===== src/rtl/rf_pkg.sv =====
// rf_pkg: shared definitions for the register-file writeback arbiter.
//   DATA_W / ADDR_W : writeback data and register address widths
//   NREG            : number of architectural registers (2**ADDR_W)
//   src_e           : writeback producer identifier
//   wb_slot_t       : contents of one holding slot
//   onehot()        : register address to pending-mask bit
package rf_pkg;

   localparam int DATA_W = 32;
   localparam int ADDR_W = 5;
   localparam int NREG   = 2**ADDR_W;

   typedef enum logic {
      SRC_ALU = 1'b0,
      SRC_MEM = 1'b1
   } src_e;

   typedef struct packed {
      logic              v;
      logic [ADDR_W-1:0] addr;
      logic [DATA_W-1:0] data;
   } wb_slot_t;

   function automatic logic [NREG-1:0] onehot(input logic [ADDR_W-1:0] a);
      onehot    = '0;
      onehot[a] = 1'b1;
   endfunction

endpackage


===== src/rtl/rf_wb_arbiter_if.sv =====
// rf_wb_arbiter_if: valid/ready writeback request channel from one producer.
//   valid : producer has a result to write back
//   ready : arbiter accepts the request this cycle (valid && ready)
//   addr  : destination register
//   data  : result value
// master = producer side, slave = arbiter side.
interface rf_wb_arbiter_if;
   import rf_pkg::*;

   logic              valid;
   logic              ready;
   logic [ADDR_W-1:0] addr;
   logic [DATA_W-1:0] data;

   modport master (output valid, output addr, output data, input ready);
   modport slave  (input valid, input addr, input data, output ready);

endinterface


===== src/rtl/wb_slot.sv =====
// wb_slot: one-entry holding slot for a single writeback producer.
//   clk, rst_n : clock, synchronous active-low reset
//   req        : request channel from the producer (slave side)
//   grant      : the slot's content is committed this cycle
//   slot       : registered slot contents (v, addr, data)
//   load       : the slot is (re)loaded on the coming edge
// Requests to x0 are accepted but never stored, so x0 stays zero and never
// shows up as pending.
module wb_slot
   import rf_pkg::*;
(
   input  logic     clk,
   input  logic     rst_n,
   rf_wb_arbiter_if.slave req,
   input  logic     grant,
   output wb_slot_t slot,
   output logic     load
);

   wb_slot_t slot_q;
   wb_slot_t slot_d;
   logic     ready;

   // Free slot, or one being drained this cycle, can take a new request;
   // valid is deliberately not part of this so ready never loops back.
   assign ready     = !slot_q.v || grant;
   assign req.ready = ready;

   // NOTE: slot_d takes its hold value before any condition, so every path
   // assigns it and no latch is inferred.
   always_comb begin
      slot_d = slot_q;
      load   = req.valid && ready && (req.addr != '0);
      if (grant) begin
         slot_d.v = 1'b0;
      end
      // A reload on the grant edge wins over the clear: back-to-back writes.
      if (load) begin
         slot_d.v    = 1'b1;
         slot_d.addr = req.addr;
         slot_d.data = req.data;
      end
   end

   // NOTE: state flops use non-blocking assignments only, so every flop in
   // the design samples pre-edge values regardless of block ordering.
   // NOTE: the payload is reset along with v so the idle write port and
   // pend_mask read as clean zeros straight out of reset.
   always_ff @(posedge clk) begin
      if (!rst_n) begin
         slot_q <= '0;
      end else begin
         slot_q <= slot_d;
      end
   end

   assign slot = slot_q;

endmodule


===== src/rtl/rf_wb_arbiter.sv =====
// rf_wb_arbiter: schedules ALU and load-unit writebacks onto the single
// register-file write port, one commit per cycle.
//   clk, rst_n : clock, synchronous active-low reset
//   alu, mem   : writeback request channels (slave side)
//   we         : register-file write enable
//   writeA3    : register-file write address (0 when idle)
//   data       : register-file write data (0 when idle)
//   pend_mask  : bit i set while a slot holds an uncommitted write to x(i)
// Grant priority when both slots hold a write: the older one; on a same-edge
// tie the ALU for equal addresses (the load result then lands last), else
// the round-robin pointer.
module rf_wb_arbiter
   import rf_pkg::*;
(
   input  logic              clk,
   input  logic              rst_n,
   rf_wb_arbiter_if.slave    alu,
   rf_wb_arbiter_if.slave    mem,
   output logic              we,
   output logic [ADDR_W-1:0] writeA3,
   output logic [DATA_W-1:0] data,
   output logic [NREG-1:0]   pend_mask
);

   wb_slot_t alu_slot;
   wb_slot_t mem_slot;
   logic     alu_load;
   logic     mem_load;
   logic     alu_grant;
   logic     mem_grant;
   logic     gnt_valid;
   src_e     gnt_src;
   logic     both_v;

   src_e     rr_q, rr_d;
   logic     alu_first_q, alu_first_d;
   logic     tie_q, tie_d;

   wb_slot u_alu_slot (
      .clk   (clk),
      .rst_n (rst_n),
      .req   (alu),
      .grant (alu_grant),
      .slot  (alu_slot),
      .load  (alu_load)
   );

   wb_slot u_mem_slot (
      .clk   (clk),
      .rst_n (rst_n),
      .req   (mem),
      .grant (mem_grant),
      .slot  (mem_slot),
      .load  (mem_load)
   );

   assign both_v = alu_slot.v && mem_slot.v;

   // Grant. Suppressed while rst_n is low so a write still held when reset
   // arrives is dropped instead of reaching the register file.
   always_comb begin
      gnt_valid = 1'b0;
      gnt_src   = SRC_ALU;
      if (rst_n) begin
         if (both_v) begin
            gnt_valid = 1'b1;
            if (tie_q) begin
               gnt_src = (alu_slot.addr == mem_slot.addr) ? SRC_ALU : rr_q;
            end else begin
               gnt_src = alu_first_q ? SRC_ALU : SRC_MEM;
            end
         end else if (alu_slot.v) begin
            gnt_valid = 1'b1;
            gnt_src   = SRC_ALU;
         end else if (mem_slot.v) begin
            gnt_valid = 1'b1;
            gnt_src   = SRC_MEM;
         end
      end
      alu_grant = gnt_valid && (gnt_src == SRC_ALU);
      mem_grant = gnt_valid && (gnt_src == SRC_MEM);
   end

   // Age and round-robin bookkeeping. Both slots can only be valid together
   // after a same-edge load (tie) or after one loads while the other waits,
   // so these two cases fully define the order whenever it matters.
   always_comb begin
      alu_first_d = alu_first_q;
      tie_d       = tie_q;
      rr_d        = rr_q;
      if (alu_load && mem_load) begin
         tie_d = 1'b1;
      end else if (alu_load && mem_slot.v && !mem_grant) begin
         alu_first_d = 1'b0;
         tie_d       = 1'b0;
      end else if (mem_load && alu_slot.v && !alu_grant) begin
         alu_first_d = 1'b1;
         tie_d       = 1'b0;
      end
      if (both_v && gnt_valid) begin
         rr_d = (gnt_src == SRC_ALU) ? SRC_MEM : SRC_ALU;
      end
   end

   always_ff @(posedge clk) begin
      if (!rst_n) begin
         rr_q        <= SRC_ALU;
         alu_first_q <= 1'b0;
         tie_q       <= 1'b0;
      end else begin
         rr_q        <= rr_d;
         alu_first_q <= alu_first_d;
         tie_q       <= tie_d;
      end
   end

   // Write port and pending mask.
   always_comb begin
      we        = gnt_valid;
      writeA3   = '0;
      data      = '0;
      if (alu_grant) begin
         writeA3 = alu_slot.addr;
         data    = alu_slot.data;
      end else if (mem_grant) begin
         writeA3 = mem_slot.addr;
         data    = mem_slot.data;
      end
      pend_mask = (alu_slot.v ? onehot(alu_slot.addr) : '0)
                | (mem_slot.v ? onehot(mem_slot.addr) : '0);
      pend_mask[0] = 1'b0;
   end

endmodule

===== src/flat_wrapper.sv =====
// flat-port wrapper written by rule: the top's interface ports become plain ports
module rf_wb_arbiter_flat import rf_pkg::*;
  (clk, rst_n, we, writeA3, data, pend_mask, alu_valid, alu_addr, alu_data, alu_ready, mem_valid, mem_addr, mem_data, mem_ready);
  rf_wb_arbiter_if alu_i ();
  rf_wb_arbiter_if mem_i ();
  input  logic clk;
  input  logic rst_n;
  output logic we;
  output logic [ADDR_W-1:0] writeA3;
  output logic [DATA_W-1:0] data;
  output logic [NREG-1:0] pend_mask;
  input wire logic [$bits(alu_i.valid)-1:0] alu_valid;
  input wire logic [$bits(alu_i.addr)-1:0] alu_addr;
  input wire logic [$bits(alu_i.data)-1:0] alu_data;
  output wire logic [$bits(alu_i.ready)-1:0] alu_ready;
  input wire logic [$bits(mem_i.valid)-1:0] mem_valid;
  input wire logic [$bits(mem_i.addr)-1:0] mem_addr;
  input wire logic [$bits(mem_i.data)-1:0] mem_data;
  output wire logic [$bits(mem_i.ready)-1:0] mem_ready;
  assign alu_i.valid = alu_valid;
  assign alu_i.addr = alu_addr;
  assign alu_i.data = alu_data;
  assign alu_ready = alu_i.ready;
  assign mem_i.valid = mem_valid;
  assign mem_i.addr = mem_addr;
  assign mem_i.data = mem_data;
  assign mem_ready = mem_i.ready;
  rf_wb_arbiter u_core (.clk(clk), .rst_n(rst_n), .alu(alu_i), .mem(mem_i), .we(we), .writeA3(writeA3), .data(data), .pend_mask(pend_mask));
endmodule

===== config.mk =====
export PLATFORM = sky130hd
export DESIGN_NAME = rf_wb_arbiter_flat
export DESIGN_NICKNAME = d
export VERILOG_FILES = /design/src/rtl/rf_pkg.sv /design/src/rtl/rf_wb_arbiter_if.sv /design/src/rtl/wb_slot.sv /design/src/rtl/rf_wb_arbiter.sv /design/src/flat_wrapper.sv
export SDC_FILE = /design/constraint.sdc
export NUM_CORES = 1
export LEC_CHECK = 0
export ABC_AREA = 1
export CAP_MARGIN = 20
export CORE_ASPECT_RATIO = 1.1
export CORE_UTILIZATION = 42
export CTS_BUF_LIST = sky130_fd_sc_hd__clkbuf_16
export DETAILED_ROUTE_END_ITERATION = 10
export GPL_ROUTABILITY_DRIVEN = 0
export PLACE_DENSITY_LB_ADDON = 0.12
export SETUP_SLACK_MARGIN = 0.15
export SLEW_MARGIN = 20
export SYNTH_ARGS = -nofsm -noshare
export SYNTH_HDL_FRONTEND = slang
export SYNTH_HIERARCHICAL = 1
export SYNTH_SLANG_ARGS = --single-unit

===== constraint.sdc =====
create_clock -name clk -period 2.3 [get_ports clk]
set_clock_uncertainty 0.2 [all_clocks]
set_input_delay 0.345 -clock clk [delete_from_list [all_inputs] [get_ports clk]]
set_output_delay 0.345 -clock clk [all_outputs]
set_load 0.01 [all_outputs]

==> results.cfg, run 1 <==
[floorplanning]
die_width_microns = 100.4
fp.dieArea_sq_um = 11070
die_h_microns = 110.3
start_util_pct = 43.06
ioPinCount = 150
num_rows = 39
core_sq_um = 10390

[power_and_ir_drop]
seqPwrFrac_pct = 38.3
switching_share_pct = 30.62
power_density_nw_per_um2 = 570.1
peakVddDrop_mv = 0.3702
p_leak_uw = 0.003353
pwr-share-comb_pct = 30.4
finalPower_uw = 4114
p_int_uw = 2854
p_clk_share_pct = 31.2
power.switching_uw = 1260

[synth]
ys_seq_area_share_pct = 35.34
syn_area_sq_um = 4476
synth.net_count = 727
synth_cells = 649
synth_warnings = 6
synth-seq-cells = 79
synth_cell_types = 28
syn_avg_cell_area_sq_um = 6.896

[routing]
ant_nets = 0
wl_per_cell_microns = 15.62
drc = 0
vias = 5287
wl_microns = 15860
drtPass1Iterations = 5
viasPerCell = 5.209
drtIter0Drc = 338

[clock_tree]
clock_path_buffers = 2
worstSkewPairLatency_ns = 0.33
clk_pin_slew_ns = 0.06
clock-root-buffer = clkbuf_16
hold_buffers = 0
numClockSinks = 79
cts-htree-levels = 3
cts_tree = done
numCtsBuffers = 9

[global_route]
grt_pass1_vias = 4956
grt_util_met2_pct = 48.73
use_met1_pct = 33.01
grtUsageMet3_pct = 5.107
grtUsageTotal_pct = 27.46
grt_pass1_wl_microns = 23660
overflow = 0
grt_max_degree = 41
antenna_found_initial = 0
busiest_layer = met2

[run_status]
status = complete, but fails checks
failed_checks = negative setup slack

[setup_path]
critPathSlowestCell = dfxtp_4
worstPathRequired_ns = 1.75
cp_slowest_stage_delay_ns = 0.35
worst-path-max-fanout = 6
cp-end-kind = primary output
worstSetupPathType = flop to primary output
cp-start-kind = flop
crit_chain = inv_4 -> nand2_1 -> nand2_1 -> nand3_2 -> o21bai_4 -> nand2_2 -> nand2_4 -> nand2_8 -> buf_6 -> buf_6 -> o22ai_2 -> buf_2
worstPathArrival_ns = 1.97

[layout]
syn_to_final_growth_pct = 61.25
fill_cells = 879
drive_gt1_share_pct = 33.26
post-route-util_pct = 69.44
n_antenna_cell = 0
final_nets = 947
postLayoutCellArea_sq_um = 7217

[timing]
setup_viol = 78
hold_viol = 0
max_freq_ghz = 0.3970
period_share_pct = 109.5
rsz0062_at_grt = true
drv_slew = 0
fin_crit_ns = 2.519
setup_slack_ns = -0.2189

[flow_run]
cap_violations = 0

[placement]
placed_area_sq_um = 6242
dp_hpwl_microns = 9561
port_buffers = 148

[hold_path]
hold_class = flop to flop
## timing repair
action                                  CTS  global route
gates resized for setup                 295            95
pin swaps                                 8            17
setup buffers                            28            15
cloned                                    5             3
endpoints found under the setup margin  134           129
## cell families after synthesis
logic type                Yosys count  synth area share (%)
xor gates and xnor gates            1                0.1957
and+or+nand+nor                   447                 46.77
DFF                                79                 35.34
buffers and inverters              71                 10.26
AOI/OAI and AO/OA                  50                 7.353
other                               1               0.08379
## cell usage after synthesis, drive strengths merged
cell	instances	area share [%]
o21ai	2	0.22
a21boi	2	0.84
nand3	26	3.5
o22ai	36	5.0
xnor2	1	0.20
a21oi	9	1.0
nand2	202	19
nand3b	70	12
inv	34	3.2
o21bai	1	0.25
conb	1	0.084
buf	28	6.2
nor3	4	0.45
nor2	145	12
dfxtp	79	35
clkbuf	9	0.84
## metal layers
metal,part of all wire [%],wire (microns),up-vias
li1,-,-,2525
met3,7.6,1210,32
met4,1.9,307,0
met5,0,0,-
met1,40,6415,2500
met2,50,7924,230
## final cells by class
class,instances,area [sq um],share of cell area [%]
clock buffer,9,225.2,3.121
clock inverter,5,35.03,0.4854
multi-input combinational,499,2714,37.60
inverter,34,173.9,2.410
timing repair inverter,3,48.80,0.6761
timing repair buffer,243,2237,31.00
sequential,79,1604,22.23
tap,143,178.9,2.479
## per-stage QoR
step	TNS, ns	setup slack (ns)	instances	hold WS (ns)
floorplan	-0.04053	-0.02624	649	0.2441
global placement	-3.847	-0.1174	950	0.2621
detailed placement	-5.285	-0.1678	950	0.2731
CTS	-5.069	-0.1487	997	0.2856
global route	-15.32	-0.2646	1015	0.3099
finish	-8.841	-0.2189	1015	0.2847
## critical path, delay by kind of cell, from the launching register on
family	cells	cell delay, ns
simple gates	6	0.55
flops	1	0.35
compound gates	2	0.23
buf+inv	4	0.51
## power groups by stage
stage	logic (uW)	clock network, uW	registers (uW)
final	1250	1280	1580
after CTS	1120	1300	1580
after detailed placement	937	0	1600
after floorplan	562	0	1590
after global placement	917	0	1600
after global routing	1340	1360	1590
## path summary, 6_finish.rpt
path         depth (start not counted)                        from                         end  slack (ns)
max                                 12  u_core/u_alu_slot/slot[36]                  writeA3[1]       -0.22
min reg2reg                          2  u_core/u_mem_slot/slot[22]  u_core/u_mem_slot/slot[22]        0.28
min                                  2  u_core/u_mem_slot/slot[22]  u_core/u_mem_slot/slot[22]        0.28
max reg2reg                         18  u_core/u_alu_slot/slot[36]   u_core/u_alu_slot/slot[0]       -0.14
## sequential cells by signal (all words and copies together) (netlist names)
signal,cells
u_core/tie_q,1
u_core/alu_first_q,1
u_core/u_mem_slot/slot,38
u_core/rr_q,1
u_core/u_alu_slot/slot,38
## cells in the final DEF (no fill, tap or decap), types with 5 or more instances in the layout
cell type / n
buf_4: 48
clkbuf_2: 23
a21oi_1: 6
nand2_1: 163
o22ai_2: 11
nand3b_1: 70
o22ai_1: 23
buf_2: 43
nand2_2: 35
dfxtp_1: 67
inv_2: 11
clkbuf_16: 12
buf_6: 30
nor2_1: 141
buf_8: 5
buf_12: 11
inv_1: 15
nand3_1: 14
nand3_2: 5
dfxtp_2: 9
nand3_4: 7
clkdlybuf4s50_1: 76
No activity file was read; power rests on OpenSTA's default activity.
==> inputs of run 2 (changes only) <==
Settings changed: CAP_MARGIN 20 to unset, CORE_UTILIZATION 42 to 45.
Clock period 2.3 ns to 3.2 ns, I/O delays scaled along.
==> results.cfg, run 2 (synthesis results as in run 1) <==
[run_status]
status = completed

[floorplanning]
die_h_microns = 106.6
start_util_pct = 47.16
fp.dieArea_sq_um = 10350
core_sq_um = 9490
num_rows = 37
ioPinCount = 150
die_width_microns = 97.09

[routing]
drc = 0
drtIter0Drc = 303
ant_nets = 0
wl_per_cell_microns = 14.98
wl_microns = 13580
vias = 4824
drtPass1Iterations = 5
viasPerCell = 5.319

[setup_path]
worstPathRequired_ns = 2.52
worst-path-max-fanout = 17
cp-end-kind = primary output
worstPathArrival_ns = 2.32
cp_slowest_stage_delay_ns = 0.53
worstSetupPathType = flop to primary output
crit_top_cell = nand2_1
cp-start-kind = flop
crit_chain = inv_1 -> nand2_1 -> nand2_1 -> nand3_1 -> o21bai_2 -> nand2_2 -> nand2_8 -> nand2_8 -> clkinv_16 -> inv_2 -> nand2_1 -> clkdlybuf4s50_1
critPathSlowestCell = clkdlybuf4s50_1
ff2ff_path_depth = 19

[hold_path]
hold_depth = 2
hold_class = flop to flop

[clock_tree]
numCtsBuffers = 9
numClockSinks = 79
cts-htree-levels = 3
clock_path_buffers = 2
cts_tree = done
clk_pin_slew_ns = 0.06
hold_buffers = 0
worstSkewPairLatency_ns = 0.33
clock-root-buffer = clkbuf_16

[timing]
setup_viol = 0
fin_crit_ns = 3.002
tightest_slew_ns = 0.5103
tns_ns = 0
slew_headroom_pct = 65.98
drv_slew = 0
max_freq_ghz = 0.3331
hold_viol = 0
period_share_pct = 93.81
rsz0062_at_grt = true

[power_and_ir_drop]
peakVddDrop_mv = 0.2941
p_leak_uw = 0.002967
power_density_nw_per_um2 = 435.0

[placement]
placedCellCount = 886
port_buffers = 148
dp_hpwl_microns = 8574

[layout]
layout_commonest_cell = nand2_1
mostFrequentLayoutCells = 178 x nand2_1, 141 x nor2_1, 130 x clkdlybuf4s50_1, 71 x dfxtp_1, 70 x nand3b_1
seq_area_sq_um = 1592
layout.cells.non_filler = 907
n_antenna_cell = 0
fill_cells = 882
drive_gt1_share_pct = 10.25
final_nets = 864
syn_to_final_growth_pct = 41.35
multi_input_area_sq_um = 2464

[flow_run]
cap_violations = 0

[global_route]
grt_max_degree = 39
grt_pass1_wl_microns = 20890
grt_pass1_vias = 4358
antenna_found_initial = 0
overflow = 0
grtUsageTotal_pct = 25.05
-- run 2: cell types whose count changed in the layout (fill, tap and decap cells not counted), moves of 10 or more --
cell	before	now
buf_12	11	1
dlymetal6s2s_1	0	17
o22ai_2	11	0
o22ai_1	23	36
nand3_1	14	24
clkdlybuf4s50_1	76	130
buf_2	43	1
nand2_1	163	178
nand2_2	35	20
buf_4	48	10
clkbuf_2	23	0
buf_6	30	0
-- run 2: area by class of cell --
type | count | area share [%]
clock buffers | 9 | 3.560
clock inverters | 6 | 0.8307
inverters | 34 | 2.631
multi-input cells | 500 | 38.94
flip-flops and latches | 79 | 25.16
well taps | 117 | 2.314
repair buffers | 160 | 25.91
repair inverters | 2 | 0.6527
-- run 2: final timing paths --
check,end,from,slack [ns]
worst min register to register,u_core/alu_first_q,u_core/alu_first_q,0.27
worst max-delay path,alu_ready,u_core/u_mem_slot/slot[32],0.20
worst min-delay path,u_core/alu_first_q,u_core/alu_first_q,0.27
worst max register to register,u_core/alu_first_q,u_core/u_mem_slot/slot[32],0.54
-- run 2: power by group --
| group | switching (uW) | internal [uW] | leakage, uW |
|---|---|---|---|
| clock network | 392 | 589 | 0.000131 |
| registers | 57.9 | 1080 | 0.000658 |
| logic | 345 | 292 | 0.00218 |
-- run 2: what timing repair did --
action | in CTS | in global routing
buffers inserted | 0 | 2
pin swaps | 0 | 0
endpoints found under the setup margin | 33 | 39
resized for setup | 3 | 35
gates cloned | 0 | 4
-- run 2: stage by stage --
step	power (uW)	hold slack [ns]	area, sq um	utilization (%)	setup WS (ns)
final	2752	0.2689	6326	66.66	0.1981
after global routing	2882	0.2943	6326	66.66	0.06677
after CTS	2728	0.2658	6152	64.83	0.1376
after detailed placement	1754	0.2594	5864	61.79	0.4176
after global placement	1739	0.2410	5864	61.79	0.4742
after floorplan	1540	0.2310	4476	-	0.8105
-- run 2: worst max-delay path, delay by kind of cell, from the launching register on --
| kind | cells | cell delay (ns) |
|---|---|---|
| compound gates | 1 | 0.14 |
| simple gates | 7 | 0.70 |
| buf+inv | 4 | 0.81 |
| flops | 1 | 0.34 |
-- run 2: layer usage --
| layer | up-vias | track usage [%] | routed length (microns) |
|---|---|---|---|
| met1 | 2212 | 29.91 | 5748 |
| li1 | 2365 | - | - |
| met5 | - | 0 | 0 |
| met2 | 219 | 42.35 | 6492 |
| met3 | 28 | 6.128 | 1001 |
| met4 | 0 | 11.83 | 342 |
